## src/rtl/nvm_pkg.sv

```systemverilog
// Shared types and default constants for the NVM access controller.
// Imported by nvm_ctrl and nvm_rr_arb2.
package nvm_pkg;

  typedef enum logic [1:0] {
    LOCKED   = 2'd0,
    ARMED    = 2'd1,
    UNLOCKED = 2'd2
  } lock_state_e;

  typedef enum logic {
    REQ_FETCH = 1'b0,
    REQ_PROG  = 1'b1
  } req_idx_e;

  localparam logic [31:0] KEY0_DEFAULT = 32'hA5A5_0001;
  localparam logic [31:0] KEY1_DEFAULT = 32'h5A5A_0002;

endpackage

```

## src/rtl/nvm_rr_arb2.sv

```systemverilog
// Two-way round-robin arbiter between instruction fetch and the programming port.
// Grants are combinational; the pointer remembers the last winner.
module nvm_rr_arb2
  import nvm_pkg::*;
(
  input  logic clk,
  input  logic rst,
  input  logic req_fetch_i,
  input  logic req_prog_i,
  output logic gnt_fetch_o,
  output logic gnt_prog_o
);

  req_idx_e last_q, last_d;

  // After reset the pointer says "prog went last", so fetch wins the first tie.
  assign gnt_fetch_o = req_fetch_i & (~req_prog_i | (last_q == REQ_PROG));
  assign gnt_prog_o  = req_prog_i & ~gnt_fetch_o;

  always_comb begin
    last_d = last_q;
    if (gnt_fetch_o) begin
      last_d = REQ_FETCH;
    end else if (gnt_prog_o) begin
      last_d = REQ_PROG;
    end
  end

  always_ff @(posedge clk or posedge rst) begin
    if (rst) begin
      last_q <= REQ_PROG;
    end else begin
      last_q <= last_d;
    end
  end

endmodule

```

## src/rtl/nvm_ctrl.sv

```systemverilog
// NVM access controller: arbitrated fetch/programming access, registered reads,
// two-key write unlock with budget. Optional idle auto-relock: NVM_CTRL_RELOCK_TIMEOUT_EN.
module nvm_ctrl
  import nvm_pkg::*;
#(
  parameter int unsigned           ADDR_WIDTH     = 32,
  parameter int unsigned           DATA_WIDTH     = 32,
  parameter logic [DATA_WIDTH-1:0] KEY0           = DATA_WIDTH'(KEY0_DEFAULT),
  parameter logic [DATA_WIDTH-1:0] KEY1           = DATA_WIDTH'(KEY1_DEFAULT),
  parameter int unsigned           WR_BUDGET      = 16,
  parameter int unsigned           TIMEOUT_CYCLES = 1024
) (
  input  logic                  clk,
  input  logic                  rst,

  input  logic                  if_req,
  input  logic [ADDR_WIDTH-1:0] if_addr,
  output logic                  if_gnt,
  output logic                  if_rvalid,
  output logic [DATA_WIDTH-1:0] if_rdata,

  input  logic                  pr_req,
  input  logic                  pr_we,
  input  logic [ADDR_WIDTH-1:0] pr_addr,
  input  logic [DATA_WIDTH-1:0] pr_wd,
  output logic                  pr_gnt,
  output logic                  pr_rvalid,
  output logic [DATA_WIDTH-1:0] pr_rdata,
  output logic                  pr_err,

  input  logic                  unlock_vld,
  input  logic [DATA_WIDTH-1:0] unlock_key,
  input  logic                  relock,
  output logic                  unlocked,

  output logic                  mem_we,
  output logic [ADDR_WIDTH-1:0] mem_addr,
  output logic [DATA_WIDTH-1:0] mem_wd,
  input  logic [DATA_WIDTH-1:0] mem_rd
);

  lock_state_e           state_q, state_d;
  logic [31:0]           wr_cnt_q, wr_cnt_d;
  logic                  if_rvalid_q, pr_rvalid_q, pr_err_q;
  logic [DATA_WIDTH-1:0] if_rdata_q, pr_rdata_q;
  logic                  gnt_fetch, gnt_prog;
  logic                  wr_done;
  logic                  wr_blocked;

  // Requests are masked during reset so every combinational output reads 0.
  nvm_rr_arb2 u_arb (
    .clk         (clk),
    .rst         (rst),
    .req_fetch_i (if_req & ~rst),
    .req_prog_i  (pr_req & ~rst),
    .gnt_fetch_o (gnt_fetch),
    .gnt_prog_o  (gnt_prog)
  );

  assign if_gnt     = gnt_fetch;
  assign pr_gnt     = gnt_prog;
  assign unlocked   = (state_q == UNLOCKED);
  assign wr_done    = gnt_prog & pr_we & unlocked;
  assign wr_blocked = gnt_prog & pr_we & ~unlocked;

  assign mem_we   = wr_done;
  assign mem_addr = rst      ? '0 :
                    gnt_prog ? pr_addr : if_addr;
  assign mem_wd   = gnt_prog ? pr_wd : '0;

  assign if_rvalid = if_rvalid_q;
  assign if_rdata  = if_rdata_q;
  assign pr_rvalid = pr_rvalid_q;
  assign pr_rdata  = pr_rdata_q;
  assign pr_err    = pr_err_q;

  always_ff @(posedge clk or posedge rst) begin
    if (rst) begin
      if_rvalid_q <= 1'b0;
      pr_rvalid_q <= 1'b0;
      pr_err_q    <= 1'b0;
      if_rdata_q  <= '0;
      pr_rdata_q  <= '0;
    end else begin
      if_rvalid_q <= gnt_fetch;
      pr_rvalid_q <= gnt_prog;
      pr_err_q    <= wr_blocked;
      if (gnt_fetch) begin
        if_rdata_q <= mem_rd;
      end
      // Write acks leave the last read data untouched.
      if (gnt_prog && !pr_we) begin
        pr_rdata_q <= mem_rd;
      end
    end
  end

`ifdef NVM_CTRL_RELOCK_TIMEOUT_EN
  logic [31:0] idle_q, idle_d;
  logic        idle_expired;

  always_comb begin
    idle_d       = '0;
    idle_expired = 1'b0;
    if (state_q == UNLOCKED && !wr_done) begin
      idle_d       = idle_q + 32'd1;
      idle_expired = (idle_d == 32'(TIMEOUT_CYCLES));
    end
  end

  always_ff @(posedge clk or posedge rst) begin
    if (rst) begin
      idle_q <= '0;
    end else begin
      idle_q <= idle_d;
    end
  end
`else
  logic        idle_expired;
  logic [31:0] unused_timeout;

  assign idle_expired   = 1'b0;
  assign unused_timeout = 32'(TIMEOUT_CYCLES);
`endif

  always_comb begin
    state_d  = state_q;
    wr_cnt_d = wr_cnt_q;
    unique case (state_q)
      LOCKED: begin
        if (unlock_vld && unlock_key == KEY0) begin
          state_d = ARMED;
        end
      end
      ARMED: begin
        if (unlock_vld) begin
          if (unlock_key == KEY1) begin
            state_d  = UNLOCKED;
            wr_cnt_d = '0;
          end else begin
            state_d = LOCKED;
          end
        end
      end
      UNLOCKED: begin
        if (wr_done) begin
          wr_cnt_d = wr_cnt_q + 32'd1;
          // The budget-exhausting write still lands; the lock closes on the same edge.
          if (WR_BUDGET != 0 && wr_cnt_d == 32'(WR_BUDGET)) begin
            state_d = LOCKED;
          end
        end
        if (idle_expired) begin
          state_d = LOCKED;
        end
      end
      default: state_d = LOCKED;
    endcase
    if (relock) begin
      state_d = LOCKED;
    end
  end

  always_ff @(posedge clk or posedge rst) begin
    if (rst) begin
      state_q  <= LOCKED;
      wr_cnt_q <= '0;
    end else begin
      state_q  <= state_d;
      wr_cnt_q <= wr_cnt_d;
    end
  end

endmodule
```

## config.mk

```make
export PLATFORM = sky130hd
export DESIGN_NAME = nvm_ctrl
export DESIGN_NICKNAME = d
export VERILOG_FILES = /design/src/rtl/nvm_pkg.sv /design/src/rtl/nvm_rr_arb2.sv /design/src/rtl/nvm_ctrl.sv
export SDC_FILE = /design/constraint.sdc
export NUM_CORES = 1
export LEC_CHECK = 0
export ABC_CLOCK_PERIOD_IN_PS = 6100
export CAP_MARGIN = 10
export CORE_ASPECT_RATIO = 2
export CORE_UTILIZATION = 43
export DETAILED_ROUTE_END_ITERATION = 8
export PLACE_DENSITY = 0.92
export SLEW_MARGIN = 20
export SYNTH_ARGS = -nofsm -noshare
export SYNTH_HDL_FRONTEND = slang
export SYNTH_HIERARCHICAL = 1
export SYNTH_SLANG_ARGS = --single-unit
```

## constraint.sdc

```tcl
create_clock -name clk -period 6.1 [get_ports clk]
set_clock_uncertainty 0.05 [all_clocks]
set_input_delay 1.22 -clock clk [delete_from_list [all_inputs] [get_ports clk]]
set_output_delay 1.22 -clock clk [all_outputs]
set_load 0.005 [all_outputs]
```

---- After elaboration in Yosys (flattened, before gate mapping) ----
Index checks and enable logic that the tools add are counted.
cells by class
  add/subtract/negate cells ............... 1
  equality and inequality tests ........... 12
  mux-type cells .......................... 16
  bitwise logic cells ..................... 12
  reduce and logical (&&, ||, !) cells .... 8
operator list
  cell                   number
  $mux 32                6
  $pmux 32 s2            1
  $add 32x1->32 const B  1
  $eq 32x31->1 const B   1
  $eq 32x32->1 const B   1
  $eq 32x5->1 const B    1
  $mux 2                 6
  $reduce_and 4->1       2
  $and 1x1->1            7
  $ne 3x2->1 const B     2
  $ne 3x3->1 const B     2
  $pmux 2 s3             1
  $ne 2x2->1 const B     2
  $not 1->1              4
  $reduce_bool 2->1      2
  $eq 2x1->1 const B     1
  $eq 2x2->1 const B     1
  $logic_and 1x1->1      2
  $logic_not 2->1        1
  $mux 1                 2
  $ne 2x1->1 const B     1
  $logic_not 1->1        1
  $or 1x1->1             1
storage, ports and cells
  register bits after elaboration ......... 102
  input bits .............................. 167
  output and inout port bits .............. 135
  logic and storage cells ................. 57

---- Longest topological paths before layout ----
Gate-level depths: netlist (run 1).
  word-level depth ........................ 12
  gate-level depth with buffers ........... 10
  mapped depth without buffers ............ 8

---- Hierarchy ----
The synthesis (run 1) kept the hierarchy.
by module, submodules not included
  module       times used  cells each  area each (um2)  sequential area each (um2)
  nvm_ctrl     1           562         5,705.5          2,527.4
  nvm_rr_arb2  1           7           57.6             26.3

---- Least setup slack after synthesis (run 1) ----
OpenSTA, ideal clock, no wires.
  kind .................................... input port to output port
  from .................................... input port rst
  to ...................................... output port mem_addr[14]
  arrival time ............................ 3.209 ns
  data required time ...................... 4.830 ns
  path slack .............................. 1.621 ns
  stages on the path ...................... 8
  buffers on the path ..................... 4
  path through ............................ clkbuf_1 -> nor2b_1 -> a21boi_0 -> clkbuf_1 -> clkbuf_1 -> buf_1 -> mux2i_1 -> nor2_1
on the way
  word-level cells in the longest chain between the ends .. 9
  elaborated cells between the ends (all ways) .. 10
  those cells by class .................... 2 x mux; 8 x bitwise
RTL lines
  what              RTL line                        text
  from (decl)       nvm_ctrl.sv:14                  input logic rst,
  $not 1->1 (*)     nvm_ctrl.sv:54, nvm_ctrl.sv:55
  $and 1x1->1       nvm_ctrl.sv:55                  .req_prog_i (pr_req & ~rst),
  $not 1->1         nvm_rr_arb2.sv:17               assign gnt_fetch_o = req_fetch_i & (~req_prog_i | (last_q == REQ_PROG));
  $or 1x1->1        nvm_rr_arb2.sv:17
  $and 1x1->1       nvm_rr_arb2.sv:17
  $not 1->1         nvm_rr_arb2.sv:18               assign gnt_prog_o = req_prog_i & ~gnt_fetch_o;
  $and 1x1->1 (*)   nvm_rr_arb2.sv:18
  named net pr_gnt  nvm_ctrl.sv:26                  output logic pr_gnt,
  $mux 32 (*)       nvm_ctrl.sv:68                  gnt_prog ? pr_addr : if_addr;
  $mux 32 (*)       nvm_ctrl.sv:67                  assign mem_addr = rst ? '0 :
  to (decl)         nvm_ctrl.sv:37                  output logic [ADDR_WIDTH-1:0] mem_addr,
The timed path passes the listed nets; every way through them passes the cells marked *.

---- Final worst setup path (run 1) ----
  from .................................... input port rst
  to ...................................... output port mem_addr[24]
on the way
  word-level cells in the longest chain between the ends .. 9
  elaborated cells between the ends (all ways) .. 10
  those cells by class .................... 2 x mux; 8 x bitwise
RTL lines
  what         RTL line
  $not 1->1    nvm_ctrl.sv:54, nvm_ctrl.sv:55
  $and 1x1->1  nvm_ctrl.sv:55
  $not 1->1    nvm_rr_arb2.sv:17
  $or 1x1->1   nvm_rr_arb2.sv:17
  $and 1x1->1  nvm_rr_arb2.sv:17
  $not 1->1    nvm_rr_arb2.sv:18
  $and 1x1->1  nvm_rr_arb2.sv:18
  $mux 32      nvm_ctrl.sv:68
  $mux 32 (*)  nvm_ctrl.sv:67
Mark *: on every way between the ends. The rest lies on a longest branch, timed or not.

==> flow_summary.ini, run 1 <==
[place]
gp_congestion = 0.9215
post_dp_cell_area_um2 = 8797
dp_slack_ns = 0.9015
port_buffers = 301
dpl.hpwl_mm = 17.75

[timing]
period_minus_slack_ns = 5.175
timing_max_transition_violations_final = 0
rsz0062_at_grt = false
total_negative_slack_for_setup_checks_ns = 0
max_slew_margin_pct = 38.20
tightest_slew_ns = 0.9246
setup_violations = 0
setup_slack_ns = 0.9246
finalHoldViolations = 0
fmax_mhz = 193.2
min_period_over_period_pct = 84.84

[die]
die_w_um = 83.86
core_area_um2 = 13070
core.rowCount = 59
design.die.area_um2 = 13900
num_io_pins = 302
floorplan.die.height_um = 165.7
floorplan.initialDensity_pct = 44.11

[detailed_routing]
viasPerCell = 5.773
detailedRoute.firstIterationViolations = 508
remaining_drc_errors = 46
vias = 5802
drt-wirelength-per-cell_um = 21.98
drt-pass1-iter-count = 8
detail-route-antenna-nets = 0
route.final.wire_length_mm = 22.09

[synth]
post_synth_num_cell_types = 63
postSynthAreaPerCell_um2 = 10.13
synth.yosys.warnings = 6
synth_flop_cell = dfrtp_1
synth_area_um2 = 5763
yosysSeqAreaShare_pct = 44.31
post_synth_inst_count = 569
ys_async_sr_fraction_pct = 100.0
postSynthRegisterBits = 102
synth_enable_flop_cells = 0
syn_nets = 738

[clock_network]
clkSlewWorstSetupHoldPaths_ns = 0.06
post_cts_resize_count = 0
post_cts_buffers = 0
htree_levels = 3
tritoncts = yes
cts_made_buffers = 9
maximum_clock_insertion_buffer_count = 2
cts_hold_buf = 0
clkSinkCount = 102
worst_skew_pair.late_latency_ns = 0.35
clock-root-buffer = clkbuf_16

[critical_path]
timing.critical_path.buf_inv = 3
cpPeakStageDelay_ns = 0.62
crit_path_cell_trace = clkdlybuf4s50_1 -> nor2b_1 -> a21boi_4 -> buf_4 -> mux2i_1 -> nor2_1 -> clkdlybuf4s50_1
path_common_cell = clkdlybuf4s50_1
required_ns = 4.83
critical_path_peak_fanout = 65
crit_path_top_delay_cell = buf_4
critPathLaunchType = primary input
endpoint_kind = output pin
critical-path-top-delay-family = buffers and inverters
timing.critical_path.arrival_ns = 3.91
timing.setup.critical_path_class = primary input to output pin

[power_and_ir_drop]
power.ir.vdd_worst_uv = 126.3
pwr_dens_nw_per_um2 = 209.6
power_leakage_nw = 3.601

[status]
violations = DRC
outcome = finished, violations left

[final_layout]
post-route-cell-area_um2 = 9077
drive_gt1_share_pct = 12.09
final_core_util_pct = 69.47
layout_overhead_on_the_synthesized_area_pct = 57.51
layout.nets = 1016

[global_routing]
grt_pass1_vias = 5923
grt-ovfl-total = 0
antenna_found_initial = 1
global_route_usage_over_all_layers_pct = 31.45
grt_first_pass_wirelength_mm = 32.75
maximum_number_of_pins_on_one_net_before_global_route_repair = 67

[flow_run]
drv.max_cap_violation_count = 0

[worst_hold_path]
worstHoldPathType = flop to flop
==> final cells by class <==
| type | count | area, um2 |
|---|---|---|
| Tap cell | 152 | 190.2 |
| Timing Repair Buffer | 309 | 3073 |
| Sequential cell | 102 | 2554 |
| Fill cell | 935 | 3989 |
| Multi-Input combinational cell | 420 | 2959 |
| Antenna cell | 1 | 2.502 |
| Clock buffer | 11 | 242.7 |
| Inverter | 5 | 21.27 |
| Clock inverter | 5 | 35.03 |
==> final timing paths <==
kind,startpoint,endpoint,slack (ns),depth (start not counted)
max in group asynchronous,rst,if_rdata[18]$_DFFE_PP0P_,3.28,4
max,rst,mem_addr[24],0.92,7
min reg2reg,pr_rdata[23]$_DFFE_PP0P_,pr_rdata[23]$_DFFE_PP0P_,0.46,1
max reg2reg,wr_cnt_q[0]$_DFFE_PP0P_,state_q[1]$_DFFE_PP0P_,2.78,8
min in group asynchronous,rst,u_arb/last_q$_DFFE_PP1P_,1.26,2
min,pr_rdata[23]$_DFFE_PP0P_,pr_rdata[23]$_DFFE_PP0P_,0.46,1
==> placed cells by master, fill, tap and decap left out, types with 3 or more instances in the layout <==
cell	n
nor4bb_1	4
buf_4	8
a31oi_1	8
dfrtp_1	101
xor2_1	7
a21oi_1	8
o21ai_0	47
and2_1	35
nor3_1	10
nor4_1	8
nand3_1	19
inv_1	3
mux2i_1	32
and3_1	3
nor2_1	61
o31ai_1	10
nand4_1	11
clkbuf_16	9
mux2_2	64
nor2b_1	3
xnor2_1	11
nand2_1	31
and4_1	3
o41ai_1	3
clkdlybuf4s50_1	301
==> metal layers <==
| layer | global-route usage (%) | part of all wire, % | up-vias |
|---|---|---|---|
| li1 | - | - | 2599 |
| met1 | 28.81 | 30 | 2754 |
| met2 | 63.33 | 57 | 385 |
| met3 | 5.929 | 7.3 | 64 |
| met4 | 15.37 | 4.8 | 0 |
| met5 | 0 | 0 | - |
==> cell families (layout without fill, tap and decap cells) <==
kind of cell / Yosys count / after routing / share of synthesized area (%)
other: 0 / 1 / 0
buffers and inverters: 47 / 330 / 4.733
xor gates and xnor gates: 18 / 18 / 2.736
DFF: 102 / 102 / 44.31
and+or+nand+nor: 214 / 214 / 20.30
AOI/OAI and AO/OA: 90 / 90 / 9.423
adders and majority gates: 2 / 2 / 0.4341
muxes: 96 / 96 / 18.06
==> flip-flops by register name, summed over array words and instances (netlist names) <==
signal / count
if_rdata: 32
wr_cnt_q: 32
pr_err: 1
pr_rvalid: 1
state_q: 2
if_rvalid: 1
u_arb/last_q: 1
pr_rdata: 32
==> synthesized netlist by cell type (3+ instances only) <==
cell      number  area [um2]
o31ai_1       10       75.07
xor2_1         7       61.31
inv_1          4       15.01
xnor2_1       11       96.34
o21ai_0       47       235.2
nand4_1       11       68.82
clkbuf_1      22       82.58
dfrtp_1      101        2527
clkbuf_8       4       55.05
nor3_1        10       50.05
a31oi_1        8       50.05
a21oi_1        8       40.04
buf_1          8       30.03
nor2b_1        3       18.77
nor4bb_1       4       40.04
mux2_2        64       720.7
and3_1         3       18.77
nor2_1        61       229.0
buf_4          5       37.54
mux2i_1       32       320.3
and2_1        35       219.0
nand3_1       19       95.09
and4_1         3       26.28
nor4_1         8       50.05
o41ai_1        3       26.28
nand2_1       31       116.4
==> per-stage QoR <==
| stage | instances | hold slack, ns | power [mW] |
|---|---|---|---|
| after global placement | 988 | 0.4343 | 1.352 |
| after floorplan | 569 | 0.4192 | 0.9744 |
| after detailed placement | 988 | 0.4426 | 1.376 |
| final | 1005 | 0.4553 | 1.903 |
| after global routing | 1005 | 0.4686 | 1.973 |
| after CTS | 1004 | 0.4574 | 1.911 |
==> power breakdown <==
group          total (mW)  switching (mW)  leakage (nW)  internal (mW)
clock               0.538           0.250         0.135          0.288
combinational       0.550           0.185          2.19          0.364
sequential          0.816          0.0509          1.28          0.765
total                1.90           0.486          3.60           1.42
Power figures use the tool's default switching activity.
==> run 2, diff against run 1 <==
--- a/config.mk
+++ b/config.mk
@@ -5,12 +5,12 @@
 export SDC_FILE = /design/constraint.sdc
 export NUM_CORES = 1
 export LEC_CHECK = 0
-export ABC_CLOCK_PERIOD_IN_PS = 6100
+export ABC_CLOCK_PERIOD_IN_PS = 4700
 export CAP_MARGIN = 10
 export CORE_ASPECT_RATIO = 2
-export CORE_UTILIZATION = 43
+export CORE_UTILIZATION = 36
 export DETAILED_ROUTE_END_ITERATION = 8
-export PLACE_DENSITY = 0.92
+export PLACE_DENSITY = 0.83
 export SLEW_MARGIN = 20
 export SYNTH_ARGS = -nofsm -noshare
 export SYNTH_HDL_FRONTEND = slang
==> constraint.sdc (replaced) <==
create_clock -name clk -period 4.7 [get_ports clk]
set_clock_uncertainty 0.05 [all_clocks]
set_input_delay 0.94 -clock clk [delete_from_list [all_inputs] [get_ports clk]]
set_output_delay 0.94 -clock clk [all_outputs]
set_load 0.005 [all_outputs]
==> flow_summary.ini, run 2 (synthesis gave the netlist of run 1 again) <==
[detailed_routing]
route.final.wire_length_mm = 22.47
drt-wirelength-per-cell_um = 21.22
detail-route-antenna-nets = 0
detailedRoute.firstIterationViolations = 299
viasPerCell = 5.381
remaining_drc_errors = 0
vias = 5699
drt-pass1-iter-count = 5

[timing]
tightest_slew_ns = 0.8337
min_period_over_period_pct = 90.32
rsz0062_at_grt = false
max_slew_margin_pct = 43.90
finalHoldViolations = 0
setup_slack_ns = 0.4550
total_negative_slack_for_setup_checks_ns = 0
setup_violations = 0
fmax_mhz = 235.6
period_minus_slack_ns = 4.245
timing_max_transition_violations_final = 0

[die]
core_area_um2 = 15700
num_io_pins = 302
die_w_um = 91.47
core.rowCount = 65
floorplan.initialDensity_pct = 36.72
floorplan.die.height_um = 180.9
design.die.area_um2 = 16550

[final_layout]
layout.nets = 1017
multiInputGateArea_um2 = 2959
post-route-cell-area_um2 = 9195
filler_cell_count = 1347
seqCellArea_um2 = 2554
layout_overhead_on_the_synthesized_area_pct = 59.55
layout_common_cells = 301 x clkdlybuf4s50_1, 101 x dfrtp_1, 64 x mux2_2
final_cell_count_no_fill = 1059
drive_gt1_share_pct = 12.31
layout.cells.most_common = clkdlybuf4s50_1

[clock_network]
maximum_clock_insertion_buffer_count = 2
post_cts_buffers = 0
tritoncts = yes
clock-root-buffer = clkbuf_16
post_cts_resize_count = 0
clkSlewWorstSetupHoldPaths_ns = 0.07
worst_skew_pair.late_latency_ns = 0.35
htree_levels = 3
cts_made_buffers = 9
clkSinkCount = 102
cts_hold_buf = 0

[global_routing]
antenna_found_initial = 6
grt_pass1_vias = 5806
grt_first_pass_wirelength_mm = 33.60
globalRoute.busiestLayer = met2
grt-ovfl-total = 0
groute.layer.met2.usage_pct = 50.26
global_route_usage_over_all_layers_pct = 27.72
gr-usage-met3_pct = 6.692
maximum_number_of_pins_on_one_net_before_global_route_repair = 67
globalRouteMet1Util_pct = 24.63

[status]
outcome = completed

[place]
port_buffers = 301
dp_slack_ns = 0.4490
dpl.hpwl_mm = 18.33
gp_congestion = 0.9631
post_dp_cell_area_um2 = 8866
dp_cells = 1038

[critical_path]
worst_r2r_path_depth = 7
r2r_setup_slack_ns = 1.82
source_of_the_worst_register_to_register_timing_path = wr_cnt_q[2]$_DFFE_PP0P_
timing.critical_path.arrival_ns = 3.26
endpoint_kind = output pin
timing.setup.critical_path_class = primary input to output pin
rr_endpoint = state_q[1]$_DFFE_PP0P_
critical_path_peak_fanout = 37
critPathLaunchType = primary input
required_ns = 3.71

[worst_hold_path]
hold_start = pr_rdata[23]$_DFFE_PP0P_
worstHoldPathType = flop to flop
worstHoldPathCells = 1
min_to = pr_rdata[23]$_DFFE_PP0P_

[power_and_ir_drop]
power.ir.vdd_worst_uv = 149.9
power_leakage_nw = 3.629
pwr_dens_nw_per_um2 = 275.9

[flow_run]
drv.max_cap_violation_count = 0
run 2: final cells by class:
| cell class | count | share of cell area, % |
|---|---|---|
| Timing Repair Buffer | 310 | 33.50 |
| Multi-Input combinational cell | 420 | 32.18 |
| Sequential cell | 102 | 27.77 |
| Clock buffer | 11 | 2.749 |
| Tap cell | 201 | 2.735 |
| Clock inverter | 5 | 0.6940 |
| Inverter | 5 | 0.2313 |
| Antenna cell | 5 | 0.1361 |
run 2: power breakdown:
| group | switching, mW | internal, mW | leakage, nW | total (mW) |
|---|---|---|---|---|
| sequential | 0.0582 | 0.992 | 1.28 | 1.05 |
| combinational | 0.229 | 0.472 | 2.19 | 0.701 |
| clock | 0.338 | 0.448 | 0.158 | 0.786 |
| total | 0.625 | 1.91 | 3.63 | 2.54 |
run 2: how the worst max path moves through the flow:
stage               start                      end  slack, ns  cells after the start
global placement      rst                   mem_we       0.50                      7
CTS                   rst                   mem_we       0.44                      7
global route          rst                   mem_we       0.22                      7
finish                rst                   mem_we       0.45                      7
detailed placement    rst                   mem_we       0.45                      7
floorplan             rst  if_rdata[0]$_DFFE_PP0P_       0.68                      3
run 2: per-stage QoR:
step           utilization [%]  power (mW)  hold WS [ns]
2_1_floorplan                -       1.265        0.4192
3_3_place_gp             56.48       1.755        0.4365
3_5_place_dp             56.48       1.776        0.4426
4_1_cts                  58.50       2.570        0.4588
5_1_grt                  58.58       2.653        0.4631
6_report                 58.58       2.537        0.4535
run 2: worst max-delay path, stage by stage:
cell	delay [ns]
clkdlybuf4s50_1	0.52
nor2b_1	0.34
a21boi_4	0.24
buf_4	0.42
nand3_1	0.16
clkinv_1	0.12
clkdlybuf4s50_1	0.50
run 2: per-layer routing:
metal	wire, um	up-vias	part of all wire [%]
met1	6776	2701	30
met5	14	-	0.062
met4	2001	2	8.9
li1	-	2604	-
met2	12090	323	54
met3	1587	69	7.1
